--- src/rtl/pipe_pkg.sv ---
// rtl/pipe_pkg.sv - shared fetch-packet type and NOP encoding for the decode pipe
package pipe_pkg;

    localparam int XLEN = 32;
    localparam logic [XLEN-1:0] NOP_INSTR = 32'h0000_0013;

    typedef struct packed {
        logic [XLEN-1:0] instr;
        logic [XLEN-1:0] pc;
        logic [XLEN-1:0] pcplus4;
    } fetch_pkt_t;

endpackage

--- src/rtl/pipe_fifo.sv ---
// rtl/pipe_fifo.sv - circular packet buffer with clear-over-everything priority
module pipe_fifo #(
    parameter int W     = 96,
    parameter int DEPTH = 2
) (
    input  logic                       clk,
    input  logic                       rst_n,
    input  logic                       clr,
    input  logic                       push_valid,
    output logic                       push_ready,
    input  logic [W-1:0]               push_data,
    output logic                       pop_valid,
    input  logic                       pop_ready,
    output logic [W-1:0]               pop_data,
    output logic [$clog2(DEPTH):0]     count
);

    localparam int AW = $clog2(DEPTH);
    localparam int CW = AW + 1;

    logic [AW-1:0] wr_ptr_q, wr_ptr_d;
    logic [AW-1:0] rd_ptr_q, rd_ptr_d;
    logic [CW-1:0] count_q, count_d;
    logic [W-1:0]  mem_q [DEPTH];
    logic          push_fire;
    logic          pop_fire;

    assign push_ready = (count_q != CW'(DEPTH));
    assign pop_valid  = (count_q != '0);
    assign push_fire  = push_valid && push_ready && !clr;
    assign pop_fire   = pop_valid && pop_ready && !clr;
    assign pop_data   = mem_q[rd_ptr_q];
    assign count      = count_q;

    always_comb begin
        wr_ptr_d = wr_ptr_q;
        rd_ptr_d = rd_ptr_q;
        count_d  = count_q;
        if (clr) begin
            wr_ptr_d = '0;
            rd_ptr_d = '0;
            count_d  = '0;
        end else begin
            // DEPTH is a power of two, so pointer overflow is the modulo wrap
            if (push_fire) wr_ptr_d = wr_ptr_q + AW'(1);
            if (pop_fire)  rd_ptr_d = rd_ptr_q + AW'(1);
            if (push_fire && !pop_fire) count_d = count_q + CW'(1);
            if (pop_fire && !push_fire) count_d = count_q - CW'(1);
        end
    end

    always_ff @(posedge clk or negedge rst_n) begin
        if (!rst_n) begin
            wr_ptr_q <= '0;
            rd_ptr_q <= '0;
            count_q  <= '0;
        end else begin
            wr_ptr_q <= wr_ptr_d;
            rd_ptr_q <= rd_ptr_d;
            count_q  <= count_d;
        end
    end

    always_ff @(posedge clk) begin
        if (push_fire) mem_q[wr_ptr_q] <= push_data;
    end

endmodule

--- src/rtl/decode_pipe.sv ---
// rtl/decode_pipe.sv - fetch/decode packet buffer with NOP substitution and flush counting
module decode_pipe
    import pipe_pkg::*;
#(
    parameter int               WIDTH = XLEN,
    parameter int               DEPTH = 2,
    parameter logic [WIDTH-1:0] NOP   = NOP_INSTR
) (
    input  logic                   clk,
    input  logic                   rst_n,
    input  logic                   flush,
    input  logic                   in_valid,
    output logic                   in_ready,
    input  logic [WIDTH-1:0]       InstrF,
    input  logic [WIDTH-1:0]       PCF,
    input  logic [WIDTH-1:0]       PCPlus4F,
    output logic                   out_valid,
    input  logic                   out_ready,
    output logic [WIDTH-1:0]       InstrD,
    output logic [WIDTH-1:0]       PCD,
    output logic [WIDTH-1:0]       PCPlus4D,
    output logic [4:0]             Rs1D,
    output logic [4:0]             Rs2D,
    output logic [4:0]             RdD,
    output logic [$clog2(DEPTH):0] count,
    output logic [15:0]            flush_cnt
);

    localparam int PW = 3 * WIDTH;

    logic [PW-1:0] head_pkt;
    logic [15:0]   flush_cnt_q, flush_cnt_d;
    logic [16:0]   flush_sum;

    pipe_fifo #(
        .W     (PW),
        .DEPTH (DEPTH)
    ) u_fifo (
        .clk        (clk),
        .rst_n      (rst_n),
        .clr        (flush),
        .push_valid (in_valid),
        .push_ready (in_ready),
        .push_data  ({InstrF, PCF, PCPlus4F}),
        .pop_valid  (out_valid),
        .pop_ready  (out_ready),
        .pop_data   (head_pkt),
        .count      (count)
    );

    // Stale buffer contents never leak: an empty pipe presents a bubble
    assign InstrD   = out_valid ? head_pkt[PW-1 -: WIDTH]      : NOP;
    assign PCD      = out_valid ? head_pkt[2*WIDTH-1 -: WIDTH] : '0;
    assign PCPlus4D = out_valid ? head_pkt[WIDTH-1:0]          : '0;
    assign Rs1D     = InstrD[19:15];
    assign Rs2D     = InstrD[24:20];
    assign RdD      = InstrD[11:7];

    // The packet offered in the flush cycle is killed too, so it is counted
    assign flush_sum = {1'b0, flush_cnt_q} + 17'(count) + 17'(in_valid);

    always_comb begin
        flush_cnt_d = flush_cnt_q;
        if (flush) flush_cnt_d = flush_sum[16] ? 16'hFFFF : flush_sum[15:0];
    end

    always_ff @(posedge clk or negedge rst_n) begin
        if (!rst_n) flush_cnt_q <= '0;
        else        flush_cnt_q <= flush_cnt_d;
    end

    assign flush_cnt = flush_cnt_q;

endmodule

--- config.mk ---
export PLATFORM = sky130hd
export DESIGN_NAME = decode_pipe
export DESIGN_NICKNAME = d
export VERILOG_FILES = /design/src/rtl/pipe_pkg.sv /design/src/rtl/pipe_fifo.sv /design/src/rtl/decode_pipe.sv
export SDC_FILE = /design/constraint.sdc
export NUM_CORES = 1
export LEC_CHECK = 0
export ABC_AREA = 1
export BUFFER_PORTS_ARGS = -buffer_cell sky130_fd_sc_hd__buf_2
export CORE_MARGIN = 2
export CORE_UTILIZATION = 30
export CTS_CLUSTER_DIAMETER = 150
export DETAILED_ROUTE_END_ITERATION = 16
export GPL_TIMING_DRIVEN = 1
export PLACE_DENSITY = 0.63
export SYNTH_ARGS = -nofsm -noshare
export SYNTH_HDL_FRONTEND = slang
export SYNTH_SLANG_ARGS = --single-unit
--- constraint.sdc ---
create_clock -name clk -period 6.16 [get_ports clk]
set_input_delay 0.616 -clock clk [delete_from_list [all_inputs] [get_ports clk]]
set_output_delay 0.616 -clock clk [all_outputs]
set_load 0.005 [all_outputs]
# Word-level counts from Yosys, hierarchy flattened
# Memories as Yosys holds them, arrays and structs flattened.
# Cells that the tools add are included.
# word_totals
out_inout_bits,131
register_bits,20
ramBits,192
inputBits,101
mem_count,1
word_cells,38
# mem_list
memory,depth,width,read_ports,rd_ports_with_merged_regs,write_ports,line,text
u_fifo.mem_q,2,96,1,0,1,pipe_fifo.sv:24,logic [W-1:0] mem_q [DEPTH];
# op_classes
reduce_logical,13
muxes,13
add_sub_neg,6
n_eq_ne,1
# ops
op,count
32-bit two-way mux,3
16-bit by 2-bit adder with 17-bit output,1
17-bit by 1-bit adder with 17-bit output,1
16-bit two-way mux,1
1-bit logical AND,6
1-bit two-way mux,6
2-bit two-way mux,3
2-bit nonzero test,3
1-bit zero test,3
3-bit nonzero test,1
"1-bit adder, second input constant",2
"2-bit by 1-bit adder with 2-bit output, second input constant",1
"2-bit inequality test, second input constant",1
"2-bit by 1-bit subtractor with 2-bit output, second input constant",1

# Logic depth before layout (Yosys ltp)
# Gate-level depths: netlist of run 1.
# logic_depth
ltp_word,8
mapped_depth,10
ltp_nobuf,10

# By module
# A second synthesis of run 1 with hierarchy kept.
# hier_totals
cells_unflattened,902
area_unflattened_um2,9208.8
# by_module_without_submodules
module,seq_area_each_um2,instances,cells_per_inst,area_per_inst_um2
pipe_fifo,5865.6,1,543,7250.7
decode_pipe,400.4,1,359,1958.1

# Worst setup path before layout of run 1
# No wires, ideal clock.
# synth_timing
path_type,input -> register
from,in flush
to,"mem u_fifo.mem_q[1][0], enable pin"
arrival_ns,5.029
setup_slack_ns,0.580
n_path_buf,1
stages,4
setup_ns,0.551
required_time_ns,5.609
path_cell_list,buf_2 -> inv_1 -> nand2_1 -> nor2_1
# synth_between
elab_chain_len,4
# synth_rtl
element,line,text
from (decl),decode_pipe.sv:11,"input logic flush,"
1-bit zero test,pipe_fifo.sv:30,assign push_fire = push_valid && push_ready && !clr;
1-bit logical AND,pipe_fifo.sv:30,
1-bit two-way mux,pipe_fifo.sv:65,if (push_fire) mem_q[wr_ptr_q] <= push_data;
1-bit two-way mux (not written as such),pipe_fifo.sv:65,
to (decl),pipe_fifo.sv:24,
# No other way between the ends.

# Worst setup path after layout of run 1
# layout_timing
from,reg u_fifo.count_q[1] (netlist: u_fifo.count[1])
to,out InstrD[0]
# layout_between
elab_chain_len,2
# layout_rtl
element,line,text
from (decl),pipe_fifo.sv:23,"logic [CW-1:0] count_q, count_d;"
from (signal assigned),pipe_fifo.sv:60,count_q <= count_d;
2-bit nonzero test,pipe_fifo.sv:29,assign pop_valid = (count_q != '0);
32-bit two-way mux,decode_pipe.sv:52,assign InstrD = out_valid ? head_pkt[PW-1 -: WIDTH] : NOP;
to (decl),decode_pipe.sv:19,"output logic [WIDTH-1:0] InstrD,"
# No other way between the ends.

==> impl_summary.md, run 1 <==
Status
The flow ran to the end, and the final reports show no timing, DRC or antenna violations.

Clocking
The number of hold buffers added after CTS was 0. CTS built an H-tree with a depth of 1. The root buffer cell chosen for the clock tree is clkbuf_16. The number of clock buffers added by TritonCTS is 24. The number of cells upsized or downsized after cts is 0. TritonCTS built the clock tree.

The maximum count of clock buffers along a single path is 3. For this design, the sink count on the clock tree is 212. Post-CTS timing repair inserted 0 buffers for setup. The insertion delay of the later-clocked pin in the worst-skew pair is 510 ps.

Clock-pin slew was measured on the worst setup and hold paths at 60 ps.

Critical path
The maximum fanout encountered on the critical timing path is 72. STA classifies the critical path endpoint as a primary output. The kind of critical path is reg -> out. On the worst path, the slowest cell contributes a delay of 790 ps.

The worst setup path is launched from a flip-flop. The slowest stage of the critical path belongs to the cell buf_4. Walking the worst path, the cells encountered are nor2_4 -> buf_4 -> inv_1 -> nand3_1 -> buf_2. The data arrival time of the worst path is 2760 ps. The worst path required time is 5540 ps.

Global route
The most utilized layer in the global route result is met2. Global routing finished with a remaining overflow of 0. The wire length of the first global-routing pass is 28.9 mm. The via count of the first global-routing pass is 5727. Entering global routing, the biggest net connects 97 pins. In the global route stage, overall resource usage came out at 12.5%. The initial antenna violation count is 2. Global routing used 14.4% of the available met1 tracks.

The met3 global-route usage is 4.33%. In the global route stage, met2 resource usage came out at 21.4%.

Timing
The count of pins over their slew limit is 0. The maximum frequency from static timing analysis is 296 MHz. The post-route fraction of the period consumed by the critical path is 54.8%. Setup repair after global routing left no endpoint under its margin. The pin slew with the least headroom to its limit is 1140 ps. The routed design could run at a clock period as short as 3380 ps. The worst slew slack as a fraction of its limit is 24.2%. Across the routed clock network, the largest skew measured is 8.93 ps. The total setup violations reported at the end of the flow is 0. The total negative slack is 0 ps.

The final hold violation count is 0.

Routing
For this block, the initial DRC count from the detailed router was 364. The post-route DRC violation count is 0. The number of vias in the routed layout is 5790. The final routed wirelength across all metal layers is 19.4 mm.

The per-cell routed wire length is 14.8 um. The first TritonRoute pass finished after 6 iterations. The count of nets left with antenna violations once routing finished came out at 0.

The via density per instance is 4.43.

Floorplanning
The starting density of the core is 30.5%. In this run the count of I/O pins placed on the die edge is 232. The core box area is 27900 um^2. The die covers 29700 um^2. The number of rows in the core area is 61. The die boundary width is 172 um. Measured along the y axis, the die boundary spans 172 um.

Pwr
The areal power density over the cells is 389 nW/um^2. In this run the static leakage power is 4.46 nW. The worst-case IR drop observed on VDD is 0.000257 V.

Yosys
Yosys attributes the largest share of cell area to edfxtp_1, nand2_1, dfrtp_1. The post-synthesis cell type with the largest combined area is edfxtp_1. Yosys instantiated no cell more often than nand2_1. The synthesized instance count is 694. The fraction of registers with async set/reset is 9.43%. The count of cell types in the netlist is 25. Ranked by instance count, the synthesized netlist is headed by nand2_1, edfxtp_1, a21oi_1. The total of flip-flops plus latches after synthesis is 212. The mean area per synthesized cell is 12.2 um^2.

The post-synthesis instance area is 8490 um^2. The sequential-to-total area share from yosys stat is 73.8%. The share of synthesized area in the top cell type comes to 67.9%.

The synthesized design contains 192 enable-type register cells. The number of warning messages in the yosys log is 0. When the netlist entered floorplanning its net count stood at 798. The primary flip-flop cell chosen by synthesis mapping is edfxtp_1.

Placement
In this run the cell area measured after placement is 9930 um^2. Input and output buffers added on the ports amount to 231. The congestion estimate from routability-driven global placement came to 0.732. The total half-perimeter wirelength after legalization and detailed placement is 11.9 mm.

Hold path
The worst hold path belongs to the class in -> async.

Finish
The final cell area excluding filler cells is 10700 um^2. Of the cells placed in the final design, the portion with a size suffix greater than 1 is 31.4%. Compared with the post-synthesis result, the final layout area differs by 26.3%. The layout has 2689 filler cells. The net count of the finished layout is 1014.

Run
The reported max-cap violation count is 0.
[report_power, final]
group	switching [mW]	internal, mW	total [mW]	leakage, nW
clock	0.545	0.859	1.40	0.392
combinational	0.631	0.361	0.992	2.06
sequential	0.0594	1.72	1.78	2.01
[sequential cells by signal (all words and copies together) (netlist names)]
register and count:
u_fifo.rd_ptr_q 1, u_fifo.mem_q 192, u_fifo.count 2, flush_cnt 16
u_fifo.wr_ptr_q 1
[cell families (layout without fill, tap and decap cells)]
group                    count (synthesis)  in the layout  share of synthesized area (%)
AO/OA/AOI/OAI                          105            105                           6.24
AND/OR/NAND/NOR                        294            294                           14.6
other                                    0              1                              0
flip-flops                             212            212                           73.8
XOR/XNOR                                 2              2                          0.206
adder cells (fa/ha/maj)                  3              3                          0.619
buffers and inverters                   78            311                           4.48
[layout by cell type, fill, tap and decap left out, types with 3 or more instances in the layout]
cell type  synthesis  final
a21oi_1           97     97
buf_2             16    231
buf_4             16      7
bufinv_16          0      3
clkbuf_16          0     25
clkinv_1           0      5
clkinv_2           0      8
dfrtp_1           20     19
edfxtp_1         192    192
inv_1             29     29
nand2_1          237    237
nand3_1           19     19
nand3_2            6      6
nand3b_1           3      3
nand4_1            6      6
nor2_1            17     14
nor2_4             0      3
o21ai_0            6      6
[worst paths after layout]
path / start / to / slack, ps / cells after the start
min in group clk: InstrF[8] / u_fifo.mem_q[0][72]$_DFFE_PP_ / 290 / 1
setup / recovery: u_fifo.count[1]$_DFFE_PN0P_ / InstrD[0] / 2780 / 5
hold / removal: rst_n / flush_cnt[10]$_DFFE_PN0P_ / 60 / 1
setup reg to reg: u_fifo.count[0]$_DFFE_PN0P_ / u_fifo.mem_q[0][13]$_DFFE_PP_ / 3550 / 7
hold reg to reg: flush_cnt[0]$_DFFE_PN0P_ / flush_cnt[0]$_DFFE_PN0P_ / 550 / 2
max in group asynchronous: rst_n / u_fifo.rd_ptr_q$_DFFE_PN0P_ / 5730 / 1
[layout make-up]
cell class | instances | area, um^2 | area share [%]
diodes | 1 | 2.50 | 0.0233
clock buffers | 27 | 633 | 5.91
clock inverters | 16 | 153 | 1.42
inverters | 30 | 114 | 1.06
multi-input cells | 404 | 1860 | 17.4
flip-flops and latches | 212 | 6270 | 58.5
well taps | 378 | 473 | 4.41
repair buffers | 238 | 1210 | 11.3
[metrics by stage]
step	setup slack (ps)	util [%]	std cells	power, mW	hold slack, ps
floorplan	580	-	694	2.39	320
global placement	3260	35.6	1262	2.81	526
detailed placement	3260	35.6	1262	2.82	539
CTS	2690	38.5	1305	4.25	42.9
global route	2550	38.5	1306	4.42	80.0
finish	2780	38.5	1306	4.17	62.5
[per-layer routing]
metal	vias up	wire (um)
met5	-	13
met4	2	702
met3	43	1530
met2	192	9180
met1	2736	7960
li1	2817	-
[critical path, delay by kind of cell (launching register included)]
family        cells  cell delay, ps
buf+inv           3            1110
flops             1             460
simple gates      2             650
Power figures use the tool's default switching activity.
==> inputs of run 2 (changes only) <==
--- a/config.mk
+++ b/config.mk
@@ -12,7 +12,7 @@
 export CTS_CLUSTER_DIAMETER = 150
 export DETAILED_ROUTE_END_ITERATION = 16
 export GPL_TIMING_DRIVEN = 1
-export PLACE_DENSITY = 0.63
+export PLACE_DENSITY = 0.64
 export SYNTH_ARGS = -nofsm -noshare
 export SYNTH_HDL_FRONTEND = slang
 export SYNTH_SLANG_ARGS = --single-unit
==> constraint.sdc (replaced) <==
create_clock -name clk -period 2.85 [get_ports clk]
set_input_delay 0.285 -clock clk [delete_from_list [all_inputs] [get_ports clk]]
set_output_delay 0.285 -clock clk [all_outputs]
set_load 0.005 [all_outputs]
==> run 2 against run 1 <==
  * Hold slack better by 120 ps
  * Critical path depth unchanged
  * Worst setup slack worse by 2200 ps
  * Clock power up 120%
  * Design area up 10%
  * Utilization up 3.8 points
==> impl_summary.md, run 2 (synthesis results as in run 1) <==
Finish
The most common cell after layout, fill and taps aside is nand2_1. The count of filler cells inserted in the layout is 2559. The flip-flop count of the largest register, all copies and words added is 192.

Relative to the synthesized area, the layout overhead comes to 38.9%. For this run, the post-layout net count is 1114. The top cell types in the final layout, fill and taps aside, are nand2_1, buf_2, edfxtp_1.

The number of antenna diodes in the final layout is 0. The most flop-heavy register is u_fifo.mem_q. The proportion of layout cells with a drive suffix above 1 is 28.3%. Excluding fillers, the count of instances in the completed layout stands at 1405.

Placement
Prior to clock tree synthesis, the placed netlist has a worst setup slack of 700 ps. The final weighted congestion of routability-driven global placement is 0.799. Once placement completed, the tool counted placed cells totaling 1265. After legalization and detailed placement, the total HPWL measured 12.0 mm.

Buffers placed on the I/O ports in this run total 231.

Routing
The final routed wirelength across all metal layers is 20.8 mm. The routed length on met3 is 1.36 mm. The uppermost layer routed is met5. The routed wire length on met2 is 10.1 mm. The post-route DRC violation count is 0. The remaining antenna violation count after routing is 0. The first detailed-routing pass took 4 iterations. The number of vias in the routed layout is 6257.

After detailed routing, the number of vias per cell comes to 4.45. The routed length on met1 is 8.72 mm. The number of DRC violations after detailed-routing iteration 0 is 338. The per-cell routed wire length is 14.8 um.

Global route
The wire length of the first global-routing pass is 31.6 mm. The initial antenna violation count came to 1. Global routing used 13.6% of the available tracks across all layers. The pin count of the biggest net entering global routing is 97. For this run the aggregate overflow at the end of global routing stands at 0. The via count of the first global-routing pass was 6313.

Timing
The pin slew with the least headroom to its limit is 560 ps. The worst slew slack as a fraction of its limit is 62.7%. Of the available clock period, the critical path in the final layout requires 81.3%. For the final database, setup skew stands at 11.5 ps.

The shortest clock period the worst path allows after layout is 2320 ps. The worst path meets setup with 534 ps of slack. The count of pins over their slew limit is 0. The total setup violations reported at the end of the flow is 0. Setup repair after global routing left no endpoint under its margin. The final hold violation count was 0. Adding up every negative setup slack in the final design gives 0 ps. The maximum frequency from static timing analysis is 432 MHz.

Critical path
The maximum fanout encountered on the critical timing path is 27. The nature of the critical path endpoint is a primary output. The data arrival time of the worst path is 2030 ps.

Setup slack on the worst reg-to-reg path comes out at 720 ps. The worst reg2reg path endpoint is flush_cnt[3]$_DFFE_PN0P_. STA puts the critical path data required time at 2570 ps. The worst setup path is of the reg -> out kind. Measured in cells, the most critical reg-to-reg path has a length of 8. In this run the critical register-to-register path is launched from u_fifo.count[0]$_DFFE_PN0P_. STA classifies the critical path startpoint as a flip-flop.

Pwr
Summed over all cells, the static leakage comes to 4.89 nW. The areal power density over the cells is 789 nW/um^2. The worst voltage drop across the vdd grid is 0.000539 V.

Floorplanning
The number of rows in the core area is 61. The area of the die is 29700 um^2. The die is 172 um wide. The core box area is 27900 um^2. The floorplan die height is 172 um. In this run the count of I/O pins placed on the die edge is 232. The starting density of the core is 30.5%.

Clocking
The clock root buffer is clkbuf_16. The number of gates resized after CTS was 0. The total clock sinks is 212. The longest clock path from root to sink contains 3 buffers. Buffers inserted during clock tree synthesis total 24.

The insertion delay of the later-clocked pin in the worst-skew pair is 520 ps. The TritonCTS clock tree is done. CTS built an H-tree with a depth of 1. After clock tree synthesis, the clock-pin slew on the worst setup and hold paths is 60 ps.

Hold path
The count of cells along the worst hold path is 3. The type of the worst min-delay path is in -> reg. The startpoint identified for the worst hold timing path is flush. The path with the worst hold slack has its endpoint at flush_cnt[0]$_DFFE_PN0P_.

Status
The run finished with clean final reports.

Run
Max-cap violations in this run came to 0.
## run 2: layout make-up
class	instances	area, um^2	share of cell area (%)
clock buffer	28	616	5.22
sequential	212	6270	53.2
timing repair buffer	338	2260	19.2
multi-input combinational	404	1860	15.8
inverter	30	114	0.966
clock inverter	15	189	1.60
tap	378	473	4.01
## run 2: power breakdown
part / internal [mW] / switching [mW] / leakage, nW
Clock: 1.91 / 1.21 / 0.386
Combinational: 0.917 / 1.42 / 2.49
Sequential: 3.71 / 0.140 / 2.01
## run 2: what timing repair did
item                      CTS  global route
hold endpoints to repair  212             0
setup buffers               0             0
hold buffers               97             0
## run 2: worst max path at each step
stage | slack (ps) | end | cells past startpoint | startpoint
floorplan | 80 | u_fifo.mem_q[0][0]$_DFFE_PP_ | 6 | u_fifo.count[0]$_DFFE_PN0P_
global route | 400 | Rs1D[0] | 5 | u_fifo.rd_ptr_q$_DFFE_PN0P_
detailed placement | 700 | flush_cnt[3]$_DFFE_PN0P_ | 8 | u_fifo.count[0]$_DFFE_PN0P_
finish | 530 | InstrD[15] | 5 | u_fifo.rd_ptr_q$_DFFE_PN0P_
CTS | 460 | Rs1D[0] | 5 | u_fifo.rd_ptr_q$_DFFE_PN0P_
global placement | 790 | flush_cnt[1]$_DFFE_PN0P_ | 8 | u_fifo.count[0]$_DFFE_PN0P_
## run 2: critical path, stage by stage (launching register included)
cell and delay (ps):
dfrtp_4 490, clkinv_2 180, buf_4 350, nand2_1 90
a21oi_1 240, buf_2 160
## run 2: routing by layer
| metal | track usage (%) | vias up |
|---|---|---|
| li1 | - | 3017 |
| met1 | 16.4 | 2992 |
| met2 | 23.8 | 205 |
| met3 | 3.34 | 41 |
| met4 | 4.38 | 2 |
| met5 | 0 | - |
## run 2: per-stage QoR
| step | instance area [um^2] | hold WS, ps | power [mW] | util (%) |
|---|---|---|---|---|
| floorplan | 8500 | -10.6 | 5.14 | - |
| global placement | 10000 | 271 | 6.15 | 35.9 |
| detailed placement | 10000 | 278 | 6.18 | 35.9 |
| CTS | 11800 | 147 | 9.46 | 42.3 |
| global route | 11800 | 188 | 9.85 | 42.3 |
| finish | 11800 | 183 | 9.30 | 42.3 |
